<file path="config.mk">
export PLATFORM = sky130hd
export DESIGN_NAME = gsm_lar_quantizer_flat
export DESIGN_NICKNAME = d
export VERILOG_FILES = /design/src/rtl/gsm_lpc_pkg.sv /design/src/rtl/gsm_lar_quantizer_if.sv /design/src/rtl/gsm_lar_quant_mult.sv /design/src/rtl/gsm_lar_quantizer.sv /design/src/flat_wrapper.sv
export SDC_FILE = /design/constraint.sdc
export NUM_CORES = 1
export LEC_CHECK = 0
export ABC_AREA = 1
export BUFFER_PORTS_ARGS = -buffer_cell sky130_fd_sc_hd__clkbuf_2
export CELL_PAD_IN_SITES_DETAIL_PLACEMENT = 0
export CELL_PAD_IN_SITES_GLOBAL_PLACEMENT = 2
export CORE_AREA = 4 4 175 177
export DETAILED_ROUTE_END_ITERATION = 16
export DIE_AREA = 0 0 179 181
export PLACE_DENSITY = 0.86
export SLEW_MARGIN = 20
export SYNTH_ARGS = -nofsm -noshare
export SYNTH_HDL_FRONTEND = slang
export SYNTH_SLANG_ARGS = --single-unit
</file>
<file path="constraint.sdc">
create_clock -name ap_clk -period 15.2 [get_ports ap_clk]
set_input_delay 1.52 -clock ap_clk [delete_from_list [all_inputs] [get_ports ap_clk]]
set_output_delay 1.52 -clock ap_clk [all_outputs]
set_load 0.05 [all_outputs]
</file>
<file path="src/rtl/gsm_lpc_pkg.sv">
// Shared constants, types and saturation helper for the GSM 06.10 LAR quantizer.
package gsm_lpc_pkg;

  localparam int LAR_W  = 16;
  localparam int LARC_W = 6;
  localparam int NCOEF  = 8;

  // Per-coefficient scale, offset and code range (LAR[1..8] at index 0..7).
  localparam logic [14:0] A_COEF [0:NCOEF-1] = '{
    15'd20480, 15'd20480, 15'd20480, 15'd20480,
    15'd13964, 15'd15360, 15'd8534,  15'd9036
  };
  localparam logic signed [15:0] B_COEF [0:NCOEF-1] = '{
    16'sd0,   16'sd0,     16'sd2048, -16'sd2560,
    16'sd94, -16'sd1792, -16'sd341,  -16'sd1144
  };
  localparam logic signed [7:0] MAC_COEF [0:NCOEF-1] = '{
    8'sd31, 8'sd31, 8'sd15, 8'sd15, 8'sd7, 8'sd7, 8'sd3, 8'sd3
  };
  localparam logic signed [7:0] MIC_COEF [0:NCOEF-1] = '{
    -8'sd32, -8'sd32, -8'sd16, -8'sd16, -8'sd8, -8'sd8, -8'sd4, -8'sd4
  };

  typedef struct packed {
    logic               valid;
    logic [2:0]         idx;
    logic               last;
    logic signed [30:0] p;
  } s1_t;

  function automatic logic signed [15:0] sat16(input logic signed [16:0] x);
    logic signed [15:0] r;
    if (x > 17'sd32767) begin
      r = 16'sh7fff;
    end else if (x < -17'sd32768) begin
      r = 16'sh8000;
    end else begin
      r = x[15:0];
    end
    return r;
  endfunction

endpackage

</file>
<file path="src/rtl/gsm_lar_quantizer_if.sv">
// Streaming LAR-in / LARc-out handshake bundle for the quantizer.
interface gsm_lar_quantizer_if;
  import gsm_lpc_pkg::*;

  logic                    in_valid;
  logic                    in_ready;
  logic                    in_sof;
  logic signed [LAR_W-1:0] in_lar;
  logic                    out_valid;
  logic                    out_ready;
  logic [2:0]              out_idx;
  logic                    out_last;
  logic [LARC_W-1:0]       out_larc;
  logic                    sof_err;

  modport master (
    output in_valid, in_sof, in_lar, out_ready,
    input  in_ready, out_valid, out_idx, out_last, out_larc, sof_err
  );

  modport slave (
    input  in_valid, in_sof, in_lar, out_ready,
    output in_ready, out_valid, out_idx, out_last, out_larc, sof_err
  );

endinterface

</file>
<file path="src/rtl/gsm_lar_quant_mult.sv">
// 15-bit unsigned x 16-bit signed product, bit-exact to GSM_MULT before the shift.
module gsm_lar_quant_mult (
  input  logic [14:0]        a,
  input  logic signed [15:0] b,
  output logic signed [30:0] p
);

  logic signed [30:0] a_ext_s;
  logic signed [30:0] b_ext_s;

  // Zero-extend the coefficient so the product is a plain signed multiply.
  always_comb begin
    a_ext_s = {16'd0, a};
    b_ext_s = {{15{b[15]}}, b};
    p       = a_ext_s * b_ext_s;
  end

endmodule

</file>
<file path="src/rtl/gsm_lar_quantizer.sv">
// GSM 06.10 LAR quantization/coding: multiply in S1, offset/round/clamp into S2.
module gsm_lar_quantizer
  import gsm_lpc_pkg::*;
#(
  parameter int DATA_W = 16,
  parameter int CODE_W = 6
) (
  input  logic             ap_clk,
  input  logic             ap_rst_n,
  gsm_lar_quantizer_if.slave bus
);

  logic                     en_s;
  logic                     accept_s;
  logic [2:0]               sample_idx_s;
  logic signed [DATA_W-1:0] lar_s;
  logic signed [30:0]       p_s;
  logic [2:0]               idx_r;
  s1_t                      s1_r;
  logic                     s2_valid_r;
  logic [2:0]               s2_idx_r;
  logic                     s2_last_r;
  logic [CODE_W-1:0]        s2_code_r;
  logic                     sof_err_r;

  logic signed [15:0]       t0_s;
  logic signed [15:0]       t1_s;
  logic signed [15:0]       t2_s;
  logic signed [6:0]        t3_s;
  logic signed [7:0]        t3x_s;
  logic signed [7:0]        mac_s;
  logic signed [7:0]        mic_s;
  logic [CODE_W-1:0]        code_s;

  assign lar_s = bus.in_lar;

  // Both stages advance together; an accepted frame start restarts the index.
  always_comb begin
    en_s     = !s2_valid_r || bus.out_ready;
    accept_s = bus.in_valid && en_s;
    if (bus.in_sof) begin
      sample_idx_s = 3'd0;
    end else begin
      sample_idx_s = idx_r;
    end
  end

  gsm_lar_quant_mult u_mult (
    .a (A_COEF[sample_idx_s]),
    .b (lar_s),
    .p (p_s)
  );

  // Floor shift, two saturating adds, rounding shift, then clamp into the code range.
  always_comb begin
    t0_s  = 16'($signed(s1_r.p) >>> 15);
    t1_s  = sat16({t0_s[15], t0_s} + {B_COEF[s1_r.idx][15], B_COEF[s1_r.idx]});
    t2_s  = sat16({t1_s[15], t1_s} + 17'sd256);
    t3_s  = 7'(t2_s >>> 9);
    t3x_s = {t3_s[6], t3_s};
    mac_s = MAC_COEF[s1_r.idx];
    mic_s = MIC_COEF[s1_r.idx];
    if (t3x_s > mac_s) begin
      code_s = CODE_W'(mac_s - mic_s);
    end else if (t3x_s < mic_s) begin
      code_s = {CODE_W{1'b0}};
    end else begin
      code_s = CODE_W'(t3x_s - mic_s);
    end
  end

  // Index counter, sof_err pulse and the two pipeline stages.
  always_ff @(posedge ap_clk) begin
    if (!ap_rst_n) begin
      idx_r      <= 3'd0;
      s1_r       <= '0;
      s2_valid_r <= 1'b0;
      s2_idx_r   <= 3'd0;
      s2_last_r  <= 1'b0;
      s2_code_r  <= {CODE_W{1'b0}};
      sof_err_r  <= 1'b0;
    end else begin
      sof_err_r <= accept_s && bus.in_sof && (idx_r != 3'd0);
      if (accept_s) begin
        idx_r <= sample_idx_s + 3'd1;
      end
      if (en_s) begin
        s1_r.valid <= accept_s;
        s1_r.idx   <= sample_idx_s;
        s1_r.last  <= (sample_idx_s == 3'd7);
        s1_r.p     <= p_s;
        s2_valid_r <= s1_r.valid;
        s2_idx_r   <= s1_r.idx;
        s2_last_r  <= s1_r.last;
        s2_code_r  <= code_s;
      end
    end
  end

  assign bus.in_ready  = en_s;
  assign bus.out_valid = s2_valid_r;
  assign bus.out_idx   = s2_idx_r;
  assign bus.out_last  = s2_last_r;
  assign bus.out_larc  = s2_code_r;
  assign bus.sof_err   = sof_err_r;

endmodule

</file>
<file path="src/flat_wrapper.sv">
// flat-port wrapper written by rule: the top's interface ports become plain ports
module gsm_lar_quantizer_flat import gsm_lpc_pkg::*;
#(
  parameter int DATA_W = 16,
  parameter int CODE_W = 6
)
  (ap_clk, ap_rst_n, bus_in_valid, bus_in_sof, bus_in_lar, bus_out_ready, bus_in_ready, bus_out_valid, bus_out_idx, bus_out_last, bus_out_larc, bus_sof_err);
  gsm_lar_quantizer_if bus_i ();
  input  logic ap_clk;
  input  logic ap_rst_n;
  input wire logic [$bits(bus_i.in_valid)-1:0] bus_in_valid;
  input wire logic [$bits(bus_i.in_sof)-1:0] bus_in_sof;
  input wire logic [$bits(bus_i.in_lar)-1:0] bus_in_lar;
  input wire logic [$bits(bus_i.out_ready)-1:0] bus_out_ready;
  output wire logic [$bits(bus_i.in_ready)-1:0] bus_in_ready;
  output wire logic [$bits(bus_i.out_valid)-1:0] bus_out_valid;
  output wire logic [$bits(bus_i.out_idx)-1:0] bus_out_idx;
  output wire logic [$bits(bus_i.out_last)-1:0] bus_out_last;
  output wire logic [$bits(bus_i.out_larc)-1:0] bus_out_larc;
  output wire logic [$bits(bus_i.sof_err)-1:0] bus_sof_err;
  assign bus_i.in_valid = bus_in_valid;
  assign bus_i.in_sof = bus_in_sof;
  assign bus_i.in_lar = bus_in_lar;
  assign bus_i.out_ready = bus_out_ready;
  assign bus_in_ready = bus_i.in_ready;
  assign bus_out_valid = bus_i.out_valid;
  assign bus_out_idx = bus_i.out_idx;
  assign bus_out_last = bus_i.out_last;
  assign bus_out_larc = bus_i.out_larc;
  assign bus_sof_err = bus_i.sof_err;
  gsm_lar_quantizer #(.DATA_W(DATA_W), .CODE_W(CODE_W)) u_core (.ap_clk(ap_clk), .ap_rst_n(ap_rst_n), .bus(bus_i));
endmodule
</file>
==> results.md, run 1 <==
- All-Layer GR Usage: between 10% and 20%
- Gpl congestion: approximately 0.93
- HPWL Detailed: 24060 um
- Final Cycle Share: 56.13%
- Vias per std cell: 4.728
- Worst-Margin Slew: 0.6959 ns
- Drt wl/cell: 15.63 um
- Layout area overhead: 7.582%
- Outcome: completed
- Final hold violation count: 0
- Most common cell on crit path: nand2_1
- Clock Skew: 0.004567 ns
- Number of global-route vias before repair: 8732
- Row cnt: 63
- Hold_buf cts: 0
- Post-Syn Instances: 1329
- Reg clk slew, reported paths: 0.06 ns
- Area post-placement: 10650 um2
- Critical path's largest stage delay: a little over 0.6 ns
- Via Count: 8241
- Total of max-cap violations: 0
- Tmin final: ~8.5 ns
- Fraction of layout cells with a size suffix above 1: 7.834%
- Average size of a mapped cell: 7.563 um2
- GRT overflow: 0
- Sequential element share of the synthesized area: 7.170%
- Final setup TNS: 0 ns
- Initial Util: between 30% and 40%
- Drt total wl: 27240 um
- Die Footprint: 32400 um2
- DRC: 0
- Die Wd: 179 um
- 1st-iter DRT viols: around 450
- Flops & latches, synth: 36
- CP Capture Type: register
- Slew HR: 53.12%
- CTS root buffer: clkbuf_16
- VDD IR max: 0.05140 mV
- Clk buf depth: 2
- Clock latency on the worst-skew pair: 0.28 ns
- Post CTS Setup Buffer Count: 0
- Cell area power density: about 100 nW/um2
- Diodes inserted: 0
- FILL cells: 3125
- Final nets: 1671
- Post-synth EDFFs: 0
- Synth Warn #: 0
- CP max-delay cell: nor2_1
- RSZ-0062 raised after global routing: false
- # clock sinks: 36
- Initial antenna violation count: 0
- Synthesized cell area: ~10000 um2
- Worst Path Max Fanout: 31
- CTS resizes: 0
- Crit Path Class: in2reg
- WP data required: 15.38 ns
- Max-slew violations: 0
- R2R Setup Slk: 6.80 ns
- DRT Pass-1 Iters: 5
- Synth unique cells: 43
- First-pass GRT wire length: about 46000 um
- CTS tree: done
- CTS buffer count: 5
- I/O pins: 34
- Hold Path Class: reg2reg
- Die H: 181 um
- Final setup viols: 0
- Htree depth: 2
- CP startpoint kind: input pin
- Detail Route Antenna Nets: 0
- Core Box Area: 29240 um2
- Data arrival time of the critical path: 8.71 ns
- Asr flop ratio synth: 0%
- Ys flop type: dfxtp_1
- Max frequency: 0.1172 GHz
- Largest net degree at the start of global routing: 41
- Final Cell Area: roughly 11000 um2
- Number of port buffers: 33
- P_leak: between 6 and 7 nW
worst max-delay path: cells and delay by family:
kind                       cells  cell delay [ns]
adders and majority gates      7             3.39
buffers and inverters          9             1.30
and+or+nand+nor               13             1.63
AOI/OAI and AO/OA              4             0.86
power breakdown:
| part | internal, mW | switching (mW) |
|---|---|---|
| sequential | 0.123 | 0.0190 |
| clock | 0.0772 | 0.0399 |
| combinational | 0.314 | 0.554 |
| total | 0.515 | 0.613 |
path summary, 6_finish.rpt:
path	from	to	cells past startpoint
worst max-delay path	bus_in_sof	u_core.s1_r[28]$_SDFFE_PN0N_	33
worst max register to register	u_core.idx_r[1]$_SDFFE_PN0P_	u_core.s1_r[29]$_SDFFE_PN0N_	25
worst min-delay path	u_core.s1_r[35]$_SDFFE_PN0N_	u_core.s1_r[35]$_SDFFE_PN0N_	2
worst min register to register	u_core.s1_r[35]$_SDFFE_PN0N_	u_core.s1_r[35]$_SDFFE_PN0N_	2
cells in the final DEF (no fill, tap or decap), drive strengths merged, types with 3 or more instances in the layout:
cell / n
dfxtp: 36
xnor2: 6
clkbuf: 39
a21o: 5
o21ai: 43
a21oi: 71
o21a: 4
conb: 4
o221ai: 3
o21bai: 9
xor2: 11
nand3: 51
nor3: 6
o211ai: 10
nand4: 5
clkinv: 5
inv: 315
buf: 3
nor2: 165
nand2: 250
ha: 145
fa: 153
synth_stat cells, types with 5 or more instances:
library cell / instances / area (um2)
xnor2_1: 6 / 52.55
nor2_1: 160 / 600.6
o211ai_1: 10 / 75.07
ha_1: 145 / 1814
nand3_1: 43 / 215.2
nand2_2: 31 / 193.9
inv_1: 312 / 1171
clkbuf_1: 20 / 75.07
nor3_1: 6 / 30.03
nand4_1: 5 / 31.28
nand3_2: 6 / 60.06
o21ai_0: 36 / 180.2
o21bai_1: 9 / 67.56
nand2_4: 7 / 78.83
dfxtp_1: 36 / 720.7
fa_1: 153 / 3063
nand2_1: 212 / 795.8
o21ai_1: 5 / 25.02
xor2_1: 11 / 96.34
a21oi_1: 68 / 340.3
a21o_1: 5 / 37.54
layout make-up:
| class | count | area (um2) | share of cell area (%) |
|---|---|---|---|
| Clock inverter | 2 | 35.03 | 0.3240 |
| Sequential cell | 36 | 720.7 | 6.665 |
| Timing Repair Buffer | 36 | 187.7 | 1.736 |
| Inverter | 319 | 1197 | 11.07 |
| Clock buffer | 6 | 128.9 | 1.192 |
| Tap cell | 390 | 488.0 | 4.513 |
| Multi-Input combinational cell | 954 | 8055 | 74.50 |
per-layer routing:
layer	global-route usage [%]	routed length (um)	share of wire [%]	vias up
met2	28.61	12390	45	168
met5	0	0	0	-
met1	25.91	13120	48	3937
met3	3.264	1339	4.9	26
met4	2.579	398	1.5	0
li1	-	-	-	4110
sequential cells by signal (all words and copies together) (netlist names):
| register | flops |
|---|---|
| u_core.bus.out_valid | 1 |
| u_core.bus.sof_err | 1 |
| u_core.s1_r | 21 |
| u_core.bus.out_larc | 6 |
| u_core.bus.out_idx | 3 |
| u_core.idx_r | 3 |
| u_core.bus.out_last | 1 |
per-stage QoR:
step           hold slack (ns)  setup WS, ns  instances  util [%]  power [mW]
6_report                0.4704         6.668       1743     36.97       1.127
3_5_place_dp            0.4648         6.471       1735     36.41       1.020
2_1_floorplan           0.4407         7.752       1331         -      0.8088
5_1_grt                 0.5139         6.074       1743     36.97       1.287
3_3_place_gp            0.4576         6.548       1735     36.41       1.020
4_1_cts                 0.4734         6.748       1743     36.97       1.147
cell families after synthesis:
kind of cell	count (synthesis)	share of synthesized area, %
and+or+nand+nor	484	21.18
buffers and inverters	341	12.78
adders and majority gates	298	48.52
AOI/OAI and AO/OA	151	8.789
DFF	36	7.170
xor gates and xnor gates	17	1.481
other	2	0.07472
No activity file was read; power rests on OpenSTA's default activity.
==> run 2: changes to the inputs <==
- clock period: 15.2 -> 8.2 ns (I/O delays scaled with it)
==> results.md, run 2 (same netlist as run 1, synthesis figures left out) <==
- Drt wl/cell: 15.64 um
- Detail Route Antenna Nets: 0
- Number of global-route vias before repair: 8779
- CTS buffer count: 5
- Vias per std cell: 4.697
- Fin Hold WS: 0.4817 ns
- I/O pins: 34
- Hold path cells: 2
- Crit Path Class: in2reg
- Post-Place Worst Slack: 0.4347 ns
- Final setup viols: 0
- # clock sinks: 36
- Hold_buf cts: 0
- Worst Hold End: u_core.s1_r[35]$_SDFFE_PN0N_
- Row cnt: 63
- Reg power frac: 12.5%
- Core Box Area: 29240 um2
- Register Area: approximately 720 um2
- Final nets: 1680
- Initial antenna violation count: 0
- CP Capture Type: register
- Cell family with most CP delay: adder cells
- Die H: 181 um
- Via Count: slightly above 8000
- Final setup TNS: 0 ns
- Number of port buffers: 33
- Worst Reg-to-Reg Cells: 31
- Htree depth: 2
- Worst Min Path Start: u_core.s1_r[35]$_SDFFE_PN0N_
- Hold Path Class: reg2reg
- Largest net degree at the start of global routing: 41
- Final hold violation count: 0
- Die Wd: 179 um
- Max-slew violations: 0
- DRC: 0
- Cell area power density: 191.9 nW/um2
- Worst-Margin Slew: between 0.7 and 0.8 ns
- P_sw: 1.134 mW
- Crit Reg-Reg Endpoint: u_core.s1_r[27]$_SDFFE_PN0N_
- Final Cycle Share: 92.76%
- Internal Pwr Total: 0.9550 mW
- Drt total wl: 27400 um
- All-Layer GR Usage: 17.84%
- Tmin final: 7.606 ns
- Worst R2R Start: u_core.idx_r[1]$_SDFFE_PN0P_
- Largest register FFs: 21
- P_leak: 6.175 nW
- Slew HR: 48.48%
- Clock Power Share: 10.6%
- Top reg by flops: u_core.s1_r
- Critical path's largest stage delay: 0.61 ns
- CTS tree: done
- Die Footprint: ~32000 um2
- Fraction of layout cells with a size suffix above 1: between 8 and 9%
- Diodes inserted: 0
- DRT Pass-1 Iters: 5
- Post CTS Setup Buffer Count: 0
- FILL cells: 3088
- Layout area overhead: 8.291%
- Highest-count cells in the layout ignoring fill and taps: 312 x inv_1, 212 x nand2_1, 159 x nor2_1
- Switching Share: 54.29%
- HPWL Detailed: about 24000 um
- Clk buf depth: 2
- Final setup margin: slightly below 0.6 ns
- Logic pwr share: 76.9%
- RSZ-0062 raised after global routing: false
- Reg clk slew, reported paths: 0.06 ns
- Max frequency: 0.1315 GHz
- Commonest non-fill, non-tap cell in the layout: inv_1
- First-pass GRT wire length: 45560 um
- CP startpoint kind: input pin
- Area used by multi-input combinational logic: 8055 um2
- Outcome: completed
- Clock Skew: between 0.006 and 0.007 ns
- Data arrival time of the critical path: 7.79 ns
- R2R Setup Slk: 0.68 ns
- Gpl congestion: slightly below 0.9
- Clock latency on the worst-skew pair: between 0.2 and 0.3 ns
- CP max-delay cell: fa_1
- Initial Util: 34.37%
- VDD IR max: ~0.09 mV
- Most common cell on crit path: nand2_1
- Worst Path Max Fanout: 9
- CP bufs+invs: 6
- CTS resizes: 0
- CTS root buffer: clkbuf_16
- GRT overflow: 0
- WP data required: 8.38 ns
- Total of max-cap violations: 0
- 1st-iter DRT viols: about 380
## run 2: cell count changes in the layout (fill, tap and decap cells not counted), sizes merged
| cell | delta |
|---|---|
| buf | +9 |
| clkbuf | -1 |
| clkinvlp | +1 |
## run 2: layout make-up
cell class	count	area share, %
clock buffers	5	1.150
inverters	319	11.00
multi-input cells	954	74.01
repair buffers	45	2.345
clock inverters	3	0.3908
well taps	390	4.483
flip-flops and latches	36	6.621
## run 2: worst max path at each step
stage               start                           end  slack (ns)  depth (start not counted)
2_1_floorplan  bus_in_sof  u_core.s1_r[28]$_SDFFE_PN0N_        1.45                         32
3_3_place_gp   bus_in_sof  u_core.s1_r[27]$_SDFFE_PN0N_        0.60                         30
3_5_place_dp   bus_in_sof  u_core.s1_r[27]$_SDFFE_PN0N_        0.43                         30
4_1_cts        bus_in_sof  u_core.s1_r[27]$_SDFFE_PN0N_        0.70                         30
5_1_grt        bus_in_sof  u_core.s1_r[27]$_SDFFE_PN0N_        0.19                         30
6_report       bus_in_sof  u_core.s1_r[27]$_SDFFE_PN0N_        0.59                         30
## run 2: per-layer routing
layer	vias to the layer above	global-route usage [%]	part of all wire [%]
met5	-	0	0
met1	3920	24.38	46
met3	42	2.323	3.6
li1	4125	-	-
met2	143	29.79	48
met4	0	4.605	3.0
## run 2: tightest hold or removal path, delay by kind of cell, from the launching register on
kind	cells	cell delay, ns
flops	1	0.31
simple gates	1	0.06
compound gates	1	0.06
## run 2: power by group through the flow
stage	clock (mW)	sequential, mW	combinational (mW)
after detailed placement	0	0.263	1.62
after global placement	0	0.264	1.62
after floorplan	0	0.309	1.19
after CTS	0.227	0.261	1.64
after global routing	0.236	0.266	1.86
final	0.222	0.260	1.61
## run 2: stage by stage
step / cells / instance area [um2] / util, % / power (mW)
2_1_floorplan: 1331 / 10060 / - / 1.499
4_1_cts: 1752 / 10880 / 37.22 / 2.126
5_1_grt: 1752 / 10880 / 37.22 / 2.360
3_5_place_dp: 1744 / 10720 / 36.64 / 1.885
6_report: 1752 / 10880 / 37.22 / 2.089
3_3_place_gp: 1744 / 10720 / 36.64 / 1.889
==> run 3: changes to the inputs <==
- BUFFER_PORTS_ARGS: -buffer_cell sky130_fd_sc_hd__clkbuf_2 -> -buffer_cell sky130_fd_sc_hd__buf_2
==> results.md, run 3 (same netlist as run 1, synthesis figures left out) <==
- Outcome: completed
- Commonest non-fill, non-tap cell in the layout: inv_1
- Gpl congestion: 0.9076
- Die Footprint: 32400 um2
- All-Layer GR Usage: 17.70%
- Crit Path Class: in2reg
- Met1 wire length: 12390 um
- Final nets: around 1700
- Cell family with most CP delay: adder cells
- Max-slew violations: 0
- 1st-iter DRT viols: 316
- Worst-Margin Slew: roughly 0.79 ns
- Final Cycle Share: ~91%
- Final non-filler cell total: approximately 1800
- CTS resizes: 0
- HPWL Detailed: around 24000 um
- Slew HR: a little under half
- Top reg by flops: u_core.s1_r
- # clock sinks: 36
- DRC: 0
- Initial Util: between 30% and 40%
- Max frequency: 0.1344 GHz
- Most common cell on crit path: nand2_1
- Htree depth: 2
- Placed Cells: 1745
- Data arrival time of the critical path: 7.61 ns
- Core Box Area: 29240 um2
- Final hold violation count: 0
- Largest register FFs: 21
- Tmin final: about 7.4 ns
- Final setup TNS: 0 ns
- Fraction of layout cells with a size suffix above 1: 8.584%
- CP bufs+invs: 6
- P_leak: 6.180 nW
- Clk buf depth: 2
- Critical path's largest stage delay: ~0.61 ns
- Initial antenna violation count: 1
- Layout area overhead: 8.390%
- Number of global-route vias before repair: about 9000
- CTS root buffer: clkbuf_16
- Row cnt: 63
- Routed length on met2: roughly 13000 um
- Die Wd: 179 um
- Worst Path Max Fanout: 9
- Hold Path Class: reg2reg
- CP Capture Type: register
- I/O pins: 34
- Post CTS Setup Buffer Count: 0
- Drt wl/cell: 15.47 um
- GRT overflow: 0
- Vias per std cell: 4.700
- Highest-count cells in the layout ignoring fill and taps: 312 x inv_1, 212 x nand2_1, 159 x nor2_1
- Final core occ: 37.25%
- CP startpoint kind: input pin
- Detail Route Antenna Nets: 0
- Via Count: 8243
- First-pass GRT wire length: 45570 um
- Clock latency on the worst-skew pair: between 0.2 and 0.3 ns
- WL met3: around 1000 um
- Clock Skew: roughly 0.0090 ns
- RSZ-0062 raised after global routing: false
- WP data required: approximately 8.4 ns
- Largest net degree at the start of global routing: 41
- Number of port buffers: 33
- CTS buffer count: 5
- Reg clk slew, reported paths: 0.06 ns
- CTS tree: done
- Top routing layer used: met4
- VDD IR max: 0.09453 mV
- DRT Pass-1 Iters: 4
- Hold_buf cts: 0
- Cell area power density: 191.4 nW/um2
- Drt total wl: 27140 um
- Final setup viols: 0
- Die H: 181 um
- CP max-delay cell: fa_1
- Total of max-cap violations: 0
[run 3: changes by cell type in the layout (fill, tap and decap cells not counted), sizes merged]
cell    previous run  this run
clkbuf            38         5
buf               12        46
diode              0         1
[run 3: power by group]
part,leakage [nW],internal (mW),total [mW],switching [mW]
sequential,0.298,0.228,0.260,0.0314
clock,0.0798,0.143,0.219,0.0766
combinational,5.80,0.584,1.61,1.02
[run 3: final cells by class]
class                   count  area (um2)
diodes                      1       2.502
clock buffers               5       125.1
clock inverters             3       42.54
fillers                  3090       18350
inverters                 319        1197
multi-input cells         954        8055
flip-flops and latches     36       720.7
well taps                 390       488.0
repair buffers             46       262.8
[run 3: path summary, 6_finish.rpt]
check,start,end,slack [ns],cells after the start
worst min register to register,u_core.s1_r[35]$_SDFFE_PN0N_,u_core.s1_r[35]$_SDFFE_PN0N_,0.47,2
worst max-delay path,bus_in_sof,u_core.s1_r[27]$_SDFFE_PN0N_,0.76,30
worst max register to register,u_core.idx_r[1]$_SDFFE_PN0P_,u_core.s1_r[27]$_SDFFE_PN0N_,0.83,31
worst min-delay path,u_core.s1_r[35]$_SDFFE_PN0N_,u_core.s1_r[35]$_SDFFE_PN0N_,0.47,2
[run 3: worst reg2reg max path, delay by kind of cell (launching register included)]
kind	cells	cell delay, ns
AOI/OAI and AO/OA	5	1.03
adders and majority gates	8	3.54
buffers and inverters	7	0.97
DFF	1	0.31
and+or+nand+nor	11	1.42
[run 3: per-layer routing]
layer  track usage [%]  vias up
met5                 0        -
met4             3.101        0
met3             2.720       28
met2             30.39      125
met1             23.81     3947
li1                  -     4143
[run 3: metrics by stage]
step	hold WS, ns	power [mW]	cell area, um2	worst slack, ns
finish	0.4685	2.086	10890	0.7621
global route	0.5121	2.368	10890	0.2494
CTS	0.4759	2.119	10890	0.7888
detailed placement	0.4669	1.876	10720	0.5148
global placement	0.4561	1.887	10720	0.5942
floorplan	0.4407	1.499	10060	1.452
